## config.mk

```make
export PLATFORM = sky130hd
export DESIGN_NAME = uart_word_tx_flat
export DESIGN_NICKNAME = d
export VERILOG_FILES = /design/src/rtl/uart_word_tx_if.sv /design/src/rtl/uart_word_tx.sv /design/src/flat_wrapper.sv
export SDC_FILE = /design/constraint.sdc
export NUM_CORES = 1
export LEC_CHECK = 0
export BUFFER_PORTS_ARGS = -buffer_cell sky130_fd_sc_hd__buf_2
export CAP_MARGIN = 30
export CORE_ASPECT_RATIO = 1.4
export CORE_UTILIZATION = 40
export CTS_BUF_LIST = sky130_fd_sc_hd__clkbuf_8
export CTS_CLUSTER_SIZE = 40
export DETAILED_ROUTE_END_ITERATION = 16
export MAX_ROUTING_LAYER = met4
export PLACE_DENSITY = 0.58
export SLEW_MARGIN = 5
export SYNTH_ARGS = -nofsm -noshare
export SYNTH_HDL_FRONTEND = slang
export SYNTH_SLANG_ARGS = --single-unit
```

## constraint.sdc

```tcl
create_clock -name clk -period 12.5 [get_ports clk]
set_input_delay 2.5 -clock clk [delete_from_list [all_inputs] [get_ports clk]]
set_output_delay 2.5 -clock clk [all_outputs]
set_load 0.01 [all_outputs]
```

## src/rtl/uart_word_tx_if.sv

```systemverilog
// Word handshake between the write-data path (master) and the UART word
// transmitter (slave).
interface uart_word_tx_if;
   logic [31:0] data_in;
   logic [1:0]  data_len;
   logic        data_valid;
   logic        data_ready;

   modport master (
      output data_in,
      output data_len,
      output data_valid,
      input  data_ready
   );

   modport slave (
      input  data_in,
      input  data_len,
      input  data_valid,
      output data_ready
   );
endinterface

```

## src/rtl/uart_word_tx.sv

```systemverilog
// Word-oriented 8N1 UART transmitter: sends 1-4 bytes of a latched 32-bit word,
// least-significant byte first, each byte LSB-first.
module uart_word_tx #(
   parameter int CLKS_PER_BIT = 868
) (
   input  logic             clk,
   input  logic             reset,
   uart_word_tx_if.slave    bus,
   output logic             tx,
   output logic             busy
);

   localparam int CW = (CLKS_PER_BIT > 1) ? $clog2(CLKS_PER_BIT) : 1;
   localparam logic [CW-1:0] BAUD_LAST = CW'(CLKS_PER_BIT - 1);

   typedef enum logic [1:0] {
      IDLE  = 2'd0,
      START = 2'd1,
      DATA  = 2'd2,
      STOP  = 2'd3
   } state_t;

   state_t        state, state_nxt;
   logic [CW-1:0] baud, baud_nxt;
   logic [2:0]    bit_idx, bit_idx_nxt;
   logic [1:0]    byte_cnt, byte_cnt_nxt;
   logic [31:0]   shreg, shreg_nxt;
   logic          tx_nxt;
   logic          baud_done;

   assign baud_done      = (baud == BAUD_LAST);
   assign bus.data_ready = (state == IDLE);
   assign busy           = (state != IDLE);

   // tx_nxt reflects the level of the state being entered, so the registered
   // line changes on the same edge as the state register.
   always_comb begin
      state_nxt    = state;
      baud_nxt     = baud + CW'(1);
      bit_idx_nxt  = bit_idx;
      byte_cnt_nxt = byte_cnt;
      shreg_nxt    = shreg;
      tx_nxt       = tx;

      unique case (state)
         IDLE: begin
            baud_nxt = '0;
            tx_nxt   = 1'b1;
            if (bus.data_valid) begin
               state_nxt    = START;
               shreg_nxt    = bus.data_in;
               byte_cnt_nxt = bus.data_len;
               bit_idx_nxt  = 3'd0;
               tx_nxt       = 1'b0;
            end
         end

         START: begin
            tx_nxt = 1'b0;
            if (baud_done) begin
               state_nxt   = DATA;
               baud_nxt    = '0;
               bit_idx_nxt = 3'd0;
               tx_nxt      = shreg[0];
            end
         end

         DATA: begin
            tx_nxt = shreg[0];
            if (baud_done) begin
               baud_nxt  = '0;
               shreg_nxt = {1'b0, shreg[31:1]};
               if (bit_idx == 3'd7) begin
                  state_nxt = STOP;
                  tx_nxt    = 1'b1;
               end else begin
                  bit_idx_nxt = bit_idx + 3'd1;
                  tx_nxt      = shreg[1];
               end
            end
         end

         STOP: begin
            tx_nxt = 1'b1;
            if (baud_done) begin
               baud_nxt = '0;
               if (byte_cnt == 2'd0) begin
                  state_nxt = IDLE;
               end else begin
                  // Next byte already sits in shreg[7:0]; go straight to its start bit.
                  byte_cnt_nxt = byte_cnt - 2'd1;
                  state_nxt    = START;
                  tx_nxt       = 1'b0;
               end
            end
         end

         default: begin
            state_nxt = IDLE;
            tx_nxt    = 1'b1;
         end
      endcase
   end

   always_ff @(posedge clk) begin
      if (reset) begin
         state    <= IDLE;
         baud     <= '0;
         bit_idx  <= 3'd0;
         byte_cnt <= 2'd0;
         tx       <= 1'b1;
      end else begin
         state    <= state_nxt;
         baud     <= baud_nxt;
         bit_idx  <= bit_idx_nxt;
         byte_cnt <= byte_cnt_nxt;
         tx       <= tx_nxt;
      end
   end

   // Datapath shift register carries no reset; it is always loaded on accept.
   always_ff @(posedge clk) begin
      shreg <= shreg_nxt;
   end

endmodule

```

## src/flat_wrapper.sv

```systemverilog
// flat-port wrapper written by rule: the top's interface ports become plain ports
module uart_word_tx_flat 
#(
   parameter int CLKS_PER_BIT = 868
)
  (clk, reset, tx, busy, bus_data_in, bus_data_len, bus_data_valid, bus_data_ready);
  uart_word_tx_if bus_i ();
  input  logic clk;
  input  logic reset;
  output logic tx;
  output logic busy;
  input wire logic [$bits(bus_i.data_in)-1:0] bus_data_in;
  input wire logic [$bits(bus_i.data_len)-1:0] bus_data_len;
  input wire logic [$bits(bus_i.data_valid)-1:0] bus_data_valid;
  output wire logic [$bits(bus_i.data_ready)-1:0] bus_data_ready;
  assign bus_i.data_in = bus_data_in;
  assign bus_i.data_len = bus_data_len;
  assign bus_i.data_valid = bus_data_valid;
  assign bus_data_ready = bus_i.data_ready;
  uart_word_tx #(.CLKS_PER_BIT(CLKS_PER_BIT)) u_core (.clk(clk), .reset(reset), .bus(bus_i), .tx(tx), .busy(busy));
endmodule
```

==> flow_metrics.env, run 1 <==
export IMPL_yosysTopAreaCell="edfxtp_1"
export IMPL_ant_nets=0
export IMPL_grt_pass1_vias=1479
export IMPL_yosys_area_top_type_share_pct=40.5
export IMPL_initial_utilization_pct=42.4
export IMPL_synth_seq_cells=50
export IMPL_fin_skew_ns=0.0103
export IMPL_critPathSlowestCell="ha_1"
export IMPL_cts_buffer_depth=2
export IMPL_hold_path_depth=1
export IMPL_htree_levels=2
export IMPL_rows=32
export IMPL_hpwl_um=2730
export IMPL_drc=0
export IMPL_hp_class="reg2reg"
export IMPL_dieArea_um2=6250
export IMPL_netlist_instances=184
export IMPL_cp_depth=4
export IMPL_cts_inserted_buffers=5
export IMPL_die_h_um=93.2
export IMPL_pwr_density_cell_nw_per_um2=212
export IMPL_ys_seq_area_share_pct=55.6
export IMPL_path_class="reg2out"
export IMPL_clock_sinks=50
export IMPL_crit_fanout=10
export IMPL_area_growth_pct=16.1
export IMPL_io_pins=40
export IMPL_slew_headroom_pct=72.7
export IMPL_ff2ff_path_depth=5
export IMPL_post_cts_setup_buffer_count=0
export IMPL_synthDistinctLibCells=40
export IMPL_tightest_slew_ns=0.410
export IMPL_synth_fp_nets=229
export IMPL_period_share_pct=30.5
export IMPL_cts_resized=0
export IMPL_insertedDiodeCount=0
export IMPL_root_buffer="clkbuf_8"
export IMPL_cpPeakStageDelay_ns=0.37
export IMPL_max_freq_ghz=0.262
export IMPL_path_clk_slew_ns=0.09
export IMPL_instances_no_fill=293
export IMPL_peakVddDrop_mv=0.134
export IMPL_cp_start_kind="flop"
export IMPL_crit_family="adder cells"
export IMPL_maxCapViolCount=0
export IMPL_cts_hold_fix_buffers=0
export IMPL_layout_commonest_cell="buf_2"
export IMPL_grt_pass1_wl_um=6450
export IMPL_via_per_inst=5.01
export IMPL_crit_path_end_kind="primary output"
export IMPL_layout_nets=269
export IMPL_synth_edff_count=32
export IMPL_first_iter_violations=42
export IMPL_required_ns=10.00
export IMPL_hold_viol=0
export IMPL_core_um2=5610
export IMPL_timing_critical_path_mode_cell="inv_1"
export IMPL_slew_viol_final=0
export IMPL_portBuffers=39
export IMPL_synth_ff_type="edfxtp_1"
export IMPL_cp_arrival_ns=1.32
export IMPL_period_needed_ns=3.82
export IMPL_setup_violations=0
export IMPL_antenna_found_initial=0
export IMPL_fin_setup_tns_ns=0
export IMPL_syn_area_per_cell_um2=12.9
export IMPL_ys_top_cells_by_area="edfxtp_1 (40%), dfxtp_1 (15%), mux2_2 (15%)"
export IMPL_leakage_uw=0.00104
export IMPL_num_vias=1468
export IMPL_dr_pass1_iters=4
export IMPL_grt_overflow=0
export IMPL_drive_above_1_share_pct=40.9
export IMPL_cts_tree="done"
export IMPL_holdWs_ns=0.479
export IMPL_die_x_um=67.1
export IMPL_fin_util_pct=49.2
export IMPL_grt_max_degree=42
export IMPL_wl_um=3890
export IMPL_netlist_area_um2=2370
export IMPL_crit_buf_inv=3
export IMPL_status="completed"
export IMPL_grtUsageTotal_pct=14.1
export IMPL_async_flop_share_pct=0
export IMPL_ys_warn_count=0
export IMPL_final_cell_mix="buf_2 (39), edfxtp_1 (32), mux2_2 (31)"
export IMPL_post_place_cells=284
export IMPL_fillCellCount=542
export IMPL_rsz0062_at_grt="no"
export IMPL_clk_latency_ns=0.30
export IMPL_wl_per_cell_um=13.3
export IMPL_finalWeightedCongestion=0.707
export IMPL_path_cells="inv_1 > ha_1 > inv_1 > buf_2"
## report_power, final
group / internal [uW] / leakage, uW / switching [uW] / total (uW)
Clock: 60.7 / 0.0000587 / 54.6 / 115
Combinational: 81.4 / 0.000522 / 103 / 185
Sequential: 267 / 0.000456 / 18.9 / 286
Total: 409 / 0.00104 / 177 / 585
## cell usage after synthesis, types with 2 or more instances
master    count
edfxtp_1     32
mux2_2       31
dfxtp_1      18
nor2_1       14
inv_1        10
ha_1          8
nand2_1       8
xnor2_1       6
nand3_1       5
nor3_1        5
a211oi_1      4
a21oi_1       4
buf_2         3
a21o_1        2
a32o_1        2
and2_1        2
buf_4         2
buf_6         2
nand4_1       2
nor2b_1       2
o21ai_0       2
xor2_1        2
## area by class of cell
class / count / area (um^2) / area share (%)
Multi-Input combinational cell: 116 / 973 / 35.3
Timing Repair Buffer: 41 / 223 / 8.08
Clock inverter: 3 / 47.5 / 1.72
Tap cell: 68 / 85.1 / 3.09
Clock buffer: 5 / 68.8 / 2.50
Inverter: 10 / 37.5 / 1.36
Sequential cell: 50 / 1320 / 47.9
## per-layer routing
| metal | up-vias | track usage [%] | share of wire, % |
|---|---|---|---|
| met1 | 682 | 15.9 | 45 |
| met5 | - | - | 0 |
| met2 | 32 | 23.5 | 49 |
| li1 | 749 | - | - |
| met4 | 0 | 3.72 | 0.88 |
| met3 | 5 | 4.51 | 4.8 |
## registers in the layout, summed over array words and instances (netlist names)
name and count:
u_core.bit_idx 3, u_core.shreg 32, u_core.tx 1, u_core.byte_cnt 2
u_core.state 2, u_core.baud 10
## path summary, 6_finish.rpt
path              slack [ns]                    endpoint                          from
setup / recovery        8.68                        busy  u_core.state[0]$_SDFFE_PP0P_
hold / removal          0.48   u_core.baud[0]$_SDFF_PP0_     u_core.baud[0]$_SDFF_PP0_
setup reg to reg       10.23  u_core.shreg[21]$_DFFE_PP_     u_core.baud[0]$_SDFF_PP0_
hold reg to reg         0.48   u_core.baud[0]$_SDFF_PP0_     u_core.baud[0]$_SDFF_PP0_
## cell families (layout without fill, tap and decap cells)
logic type,Yosys count,after routing,share of synthesized area (%)
simple gates,46,46,10.9
fa+ha+maj,8,8,4.22
mux,32,32,15.1
xor+xnor,8,8,2.95
flops,50,50,55.6
compound gates,22,22,7.17
buf+inv,18,59,4.00
## metrics by stage
step | area [um^2] | setup slack (ns) | power, uW
5_1_grt | 2760 | 8.54 | 625
6_report | 2760 | 8.68 | 585
3_5_place_dp | 2620 | 8.91 | 474
4_1_cts | 2740 | 8.66 | 591
2_1_floorplan | 2370 | 6.98 | 432
3_3_place_gp | 2620 | 8.92 | 472
Power figures use the tool's default switching activity.
==> inputs of run 2 (changes only) <==
--- a/config.mk
+++ b/config.mk
@@ -5,6 +5,7 @@
 export SDC_FILE = /design/constraint.sdc
 export NUM_CORES = 1
 export LEC_CHECK = 0
+export ABC_AREA = 1
 export BUFFER_PORTS_ARGS = -buffer_cell sky130_fd_sc_hd__buf_2
 export CAP_MARGIN = 30
 export CORE_ASPECT_RATIO = 1.4
@@ -13,7 +14,7 @@
 export CTS_CLUSTER_SIZE = 40
 export DETAILED_ROUTE_END_ITERATION = 16
 export MAX_ROUTING_LAYER = met4
-export PLACE_DENSITY = 0.58
+export PLACE_DENSITY = 0.6
 export SLEW_MARGIN = 5
 export SYNTH_ARGS = -nofsm -noshare
 export SYNTH_HDL_FRONTEND = slang
==> constraint.sdc (replaced) <==
create_clock -name clk -period 3.08 [get_ports clk]
set_input_delay 0.616 -clock clk [delete_from_list [all_inputs] [get_ports clk]]
set_output_delay 0.616 -clock clk [all_outputs]
set_load 0.01 [all_outputs]
==> flow_metrics.env, run 2 <==
export IMPL_period_share_pct=64.4
export IMPL_post_synth_top_count_cell="nand2_1"
export IMPL_path_class="reg2reg"
export IMPL_final_cell_mix="nand2_1 (121), buf_2 (39), edfxtp_1 (32)"
export IMPL_drc=0
export IMPL_crit_path_start="u_core.state[0]$_SDFFE_PP0P_"
export IMPL_yosysTopAreaCell="edfxtp_1"
export IMPL_place_ws_ns=1.07
export IMPL_fin_ws_ns=1.10
export IMPL_max_freq_ghz=0.504
export IMPL_required_ns=3.15
export IMPL_regMostFlops="u_core.shreg"
export IMPL_portBuffers=39
export IMPL_leakage_uw=0.00125
export IMPL_first_iter_violations=73
export IMPL_clk_latency_ns=0.30
export IMPL_netlist_area_um2=2380
export IMPL_core_um2=5650
export IMPL_ant_nets=0
export IMPL_seqPwrFrac_pct=53.0
export IMPL_status="completed"
export IMPL_async_flop_share_pct=0
export IMPL_setup_violations=0
export IMPL_clock_sinks=50
export IMPL_ys_warn_count=0
export IMPL_holdWs_ns=0.454
export IMPL_cpPeakStageDelay_ns=0.36
export IMPL_synth_common_cells="nand2_1 (121), edfxtp_1 (32), dfxtp_1 (18), inv_1 (18), nor2_1 (15)"
export IMPL_hold_viol=0
export IMPL_period_needed_ns=1.98
export IMPL_fin_util_pct=48.6
export IMPL_die_x_um=67.2
export IMPL_r2r_end="u_core.shreg[28]$_DFFE_PP_"
export IMPL_slew_viol_final=0
export IMPL_layout_commonest_cell="nand2_1"
export IMPL_drive_above_1_share_pct=20.9
export IMPL_synthDistinctLibCells=28
export IMPL_post_cts_setup_buffer_count=0
export IMPL_tightest_slew_ns=0.412
export IMPL_ys_seq_area_share_pct=55.4
export IMPL_rsz0062_at_grt="no"
export IMPL_cp_arrival_ns=2.05
export IMPL_cts_hold_fix_buffers=0
export IMPL_cts_resized=0
export IMPL_layout_nets=360
export IMPL_io_pins=40
export IMPL_grt_overflow=0
export IMPL_path_clk_slew_ns=0.09
export IMPL_critPathSlowestCell="dfxtp_1"
export IMPL_fin_setup_tns_ns=0
export IMPL_syn_area_per_cell_um2=8.73
export IMPL_antenna_found_initial=0
export IMPL_pwr_density_cell_nw_per_um2=802
export IMPL_cts_tree="done"
export IMPL_dr_pass1_iters=4
export IMPL_synth_seq_cells=50
export IMPL_slew_headroom_pct=72.5
export IMPL_largestRegisters="u_core.shreg (32), u_core.baud (10), u_core.bit_idx (3)"
export IMPL_initial_utilization_pct=42.2
export IMPL_synth_fp_nets=318
export IMPL_largest_register_ffs=32
export IMPL_area_growth_pct=15.2
export IMPL_crit_path_end_kind="flop"
export IMPL_htree_levels=2
export IMPL_grt_pass1_vias=1802
export IMPL_netlist_instances=273
export IMPL_cts_buffer_depth=2
export IMPL_ff2ff_path_depth=7
export IMPL_synth_ff_type="edfxtp_1"
export IMPL_via_per_inst=4.66
export IMPL_crit_fanout=32
export IMPL_grt_pass1_wl_um=7640
export IMPL_path_cells="inv_1 > ha_1 > buf_4 > clkinv_1 > buf_4 > nand2_1 > nand2_1"
export IMPL_cp_start_kind="flop"
export IMPL_die_h_um=93.3
export IMPL_reg2reg_slack_ns=1.10
export IMPL_grtUsageTotal_pct=16.6
export IMPL_synth_edff_count=32
export IMPL_comb_power_share_pct=29.8
export IMPL_r2r_start="u_core.state[0]$_SDFFE_PP0P_"
export IMPL_p_switching_uw=756
export IMPL_num_vias=1788
export IMPL_peakVddDrop_mv=0.448
export IMPL_wl_um=4340
export IMPL_insertedDiodeCount=0
export IMPL_yosys_area_top_type_share_pct=40.3
export IMPL_root_buffer="clkbuf_8"
export IMPL_hpwl_um=3020
export IMPL_cp_endpoint="u_core.shreg[28]$_DFFE_PP_"
export IMPL_pwr_share_clk_pct=17.2
export IMPL_maxCapViolCount=0
export IMPL_fin_skew_ns=0.00640
export IMPL_wl_per_cell_um=11.3
export IMPL_p_int_uw=1450
export IMPL_finalWeightedCongestion=0.798
export IMPL_ys_top_cells_by_area="edfxtp_1 (40%), nand2_1 (19%), dfxtp_1 (15%)"
export IMPL_dieArea_um2=6280
export IMPL_grt_max_degree=33
export IMPL_p_sw_share_pct=34.3
export IMPL_rows=32
export IMPL_hp_class="reg2reg"
export IMPL_cts_inserted_buffers=5
run 2: cell count changes after synthesis, moves of 5 or more:
cell | before | now
inv_1 | 10 | 18
a21oi_1 | 4 | 11
mux2_2 | 31 | 0
nor3_1 | 5 | 0
nand3_1 | 5 | 11
nand2_1 | 8 | 121
run 2: worst min-delay path by stage:
stage                                   start                         to  slack, ns  depth (start not counted)
finish              u_core.baud[0]$_SDFF_PP0_  u_core.baud[0]$_SDFF_PP0_       0.45                          1
CTS                 u_core.baud[0]$_SDFF_PP0_  u_core.baud[0]$_SDFF_PP0_       0.46                          1
global placement    u_core.baud[0]$_SDFF_PP0_  u_core.baud[0]$_SDFF_PP0_       0.44                          1
global route        u_core.baud[0]$_SDFF_PP0_  u_core.baud[0]$_SDFF_PP0_       0.47                          1
floorplan           u_core.baud[0]$_SDFF_PP0_  u_core.baud[0]$_SDFF_PP0_       0.42                          1
detailed placement  u_core.baud[0]$_SDFF_PP0_  u_core.baud[0]$_SDFF_PP0_       0.44                          1
run 2: power groups by stage:
stage | Combinational [uW] | Clock (uW) | Sequential (uW)
after CTS | 678 | 391 | 1170
final | 658 | 378 | 1170
after floorplan | 491 | 0 | 1160
after global routing | 763 | 418 | 1200
after detailed placement | 675 | 0 | 1180
after global placement | 664 | 0 | 1180
run 2: cells by family (layout without fill, tap and decap cells):
kind of cell               count (synthesis)  count (layout)  synth area share, %
and+or+nand+nor                          163             163                 29.9
AOI/OAI and AO/OA                         18              18                 3.99
DFF                                       50              50                 55.4
xor gates and xnor gates                   5               5                 1.84
adders and majority gates                  8               8                 4.20
buffers and inverters                     29              72                 4.62
run 2: metrics by stage:
| stage | area [um^2] | power (uW) | instances |
|---|---|---|---|
| 2_1_floorplan | 2380 | 1650 | 273 |
| 3_3_place_gp | 2660 | 1840 | 376 |
| 3_5_place_dp | 2660 | 1860 | 376 |
| 4_1_cts | 2750 | 2240 | 384 |
| 5_1_grt | 2750 | 2380 | 384 |
| 6_report | 2750 | 2200 | 384 |
run 2: routing by layer:
metal	vias to the layer above	GRT usage [%]	wire [um]
li1	955	-	-
met1	794	19.2	2040
met2	31	28.1	2100
met3	8	2.80	136
met4	0	6.74	61
met5	-	-	0
run 2: final cells by class:
cell class                 count  area, um^2
clock buffer                   5        68.8
clock inverter                 3        16.3
fill                         562        2900
inverter                      22        82.6
multi-input combinational    194         955
sequential                    50        1320
tap                           68        85.1
timing repair buffer          42         218
run 2: worst max-delay path, delay by kind of cell, from the launching register on:
kind / cells / cell delay (ns)
buffers and inverters: 4 / 0.91
DFF: 1 / 0.36
adders and majority gates: 1 / 0.31
and+or+nand+nor: 2 / 0.15
==> inputs of run 3 (changes only) <==
==> constraint.sdc (replaced) <==
create_clock -name clk -period 1.6 [get_ports clk]
set_input_delay 0.32 -clock clk [delete_from_list [all_inputs] [get_ports clk]]
set_output_delay 0.32 -clock clk [all_outputs]
set_load 0.01 [all_outputs]
==> flow_metrics.env, run 3 (synthesized netlist as in run 2, its figures left out) <==
export IMPL_cp_start_kind="flop"
export IMPL_maxCapViolCount=0
export IMPL_layout_nets=375
export IMPL_clk_latency_ns=0.31
export IMPL_leakage_uw=0.00134
export IMPL_cts_inserted_buffers=5
export IMPL_slew_viol_final=0
export IMPL_die_h_um=93.3
export IMPL_crit_path_end_kind="primary output"
export IMPL_dieArea_um2=6280
export IMPL_path_clk_slew_ns=0.10
export IMPL_area_growth_pct=25.5
export IMPL_grt_max_degree=33
export IMPL_via_per_inst=4.69
export IMPL_holdWs_ns=0.264
export IMPL_die_x_um=67.2
export IMPL_tightest_slew_ns=0.320
export IMPL_status="completed"
export IMPL_num_vias=1870
export IMPL_antenna_found_initial=0
export IMPL_first_iter_violations=64
export IMPL_cts_tree="done"
export IMPL_post_place_cells=389
export IMPL_setup_violations=0
export IMPL_cts_hold_fix_buffers=0
export IMPL_grt_overflow=0
export IMPL_clock_sinks=50
export IMPL_layout_commonest_cell="nand2_1"
export IMPL_insertedDiodeCount=0
export IMPL_period_share_pct=96.1
export IMPL_finalWeightedCongestion=0.744
export IMPL_hold_path_depth=2
export IMPL_cts_buffer_depth=2
export IMPL_path_class="reg2out"
export IMPL_slew_headroom_pct=78.7
export IMPL_wl_per_cell_um=11.5
export IMPL_fin_skew_ns=0.0102
export IMPL_required_ns=1.28
export IMPL_hpwl_um=3240
export IMPL_hold_viol=0
export IMPL_root_buffer="clkbuf_8"
export IMPL_rows=32
export IMPL_wl_um=4570
export IMPL_grt_pass1_wl_um=7920
export IMPL_grtUsageTotal_pct=17.2
export IMPL_htree_levels=2
export IMPL_final_cell_mix="nand2_1 (120), buf_2 (39), edfxtp_1 (32)"
export IMPL_drive_above_1_share_pct=28.7
export IMPL_max_freq_ghz=0.651
export IMPL_core_um2=5650
export IMPL_largest_register_ffs=32
export IMPL_hp_class="in2reg"
export IMPL_pwr_density_cell_nw_per_um2=1610
export IMPL_ff2ff_path_depth=8
export IMPL_crit_fanout=5
export IMPL_grt_pass1_vias=1873
export IMPL_io_pins=40
export IMPL_portBuffers=39
export IMPL_instances_no_fill=399
export IMPL_dr_pass1_iters=4
export IMPL_ant_nets=0
export IMPL_regMostFlops="u_core.shreg"
export IMPL_drc=0
export IMPL_period_needed_ns=1.54
export IMPL_cp_arrival_ns=1.22
export IMPL_peakVddDrop_mv=0.887
export IMPL_largestRegisters="u_core.shreg (32), u_core.baud (10), u_core.bit_idx (3)"
export IMPL_initial_utilization_pct=42.2
==> run 3: timing repair <==
action / 4_1_cts / 5_1_grt
gates cloned: 0 / 0
endpoints found under the setup margin: 2 / 55
gates resized for setup: 1 / 7
setup buffers: 0 / 2
pin swaps: 0 / 1
==> run 3: final timing paths <==
path | slack (ns) | endpoint | start
worst min-delay path | 0.26 | u_core.byte_cnt[1]$_SDFFE_PP0P_ | reset
worst max register to register | 0.07 | u_core.shreg[21]$_DFFE_PP_ | u_core.baud[0]$_SDFF_PP0_
worst max-delay path | 0.06 | busy | u_core.state[0]$_SDFFE_PP0P_
worst min register to register | 0.45 | u_core.baud[0]$_SDFF_PP0_ | u_core.baud[0]$_SDFF_PP0_
==> run 3: critical path, stage by stage, from the launching register on <==
cell	delay [ns]
dfxtp_2	0.34
inv_2	0.09
ha_4	0.16
inv_2	0.04
buf_4	0.15
buf_2	0.14
==> run 3: per-stage QoR <==
step | util, % | setup WS, ns | area [um^2] | total power (uW) | setup TNS [ns]
floorplan | - | -0.242 | 2440 | 3260 | -7.73
global placement | 50.1 | 0.0471 | 2830 | 3840 | 0
detailed placement | 50.1 | 0.00372 | 2830 | 3870 | 0
CTS | 52.2 | -0.0222 | 2950 | 4830 | -0.0428
global route | 53.0 | -0.00580 | 2990 | 5180 | -0.00580
finish | 53.0 | 0.0628 | 2990 | 4830 | 0
==> run 3: power by group <==
group	switching, uW	internal, uW	total (uW)	leakage, uW
sequential	171	2070	2240	0.000459
combinational	979	664	1640	0.000828
clock	465	477	942	0.0000563
total	1620	3210	4830	0.00134
==> run 3: cell type report <==
type / count / area [um^2]
fillers: 552 / 2660
flip-flops and latches: 50 / 1330
multi-input cells: 194 / 1020
repair buffers: 57 / 355
well taps: 68 / 85.1
inverters: 22 / 82.6
clock buffers: 5 / 68.8
clock inverters: 3 / 48.8
==> run 3: layer usage <==
| layer | routed length [um] | track usage [%] |
|---|---|---|
| met2 | 2320 | 30.2 |
| met5 | 0 | - |
| met4 | 82 | 5.32 |
| met3 | 180 | 4.15 |
| met1 | 1990 | 18.7 |
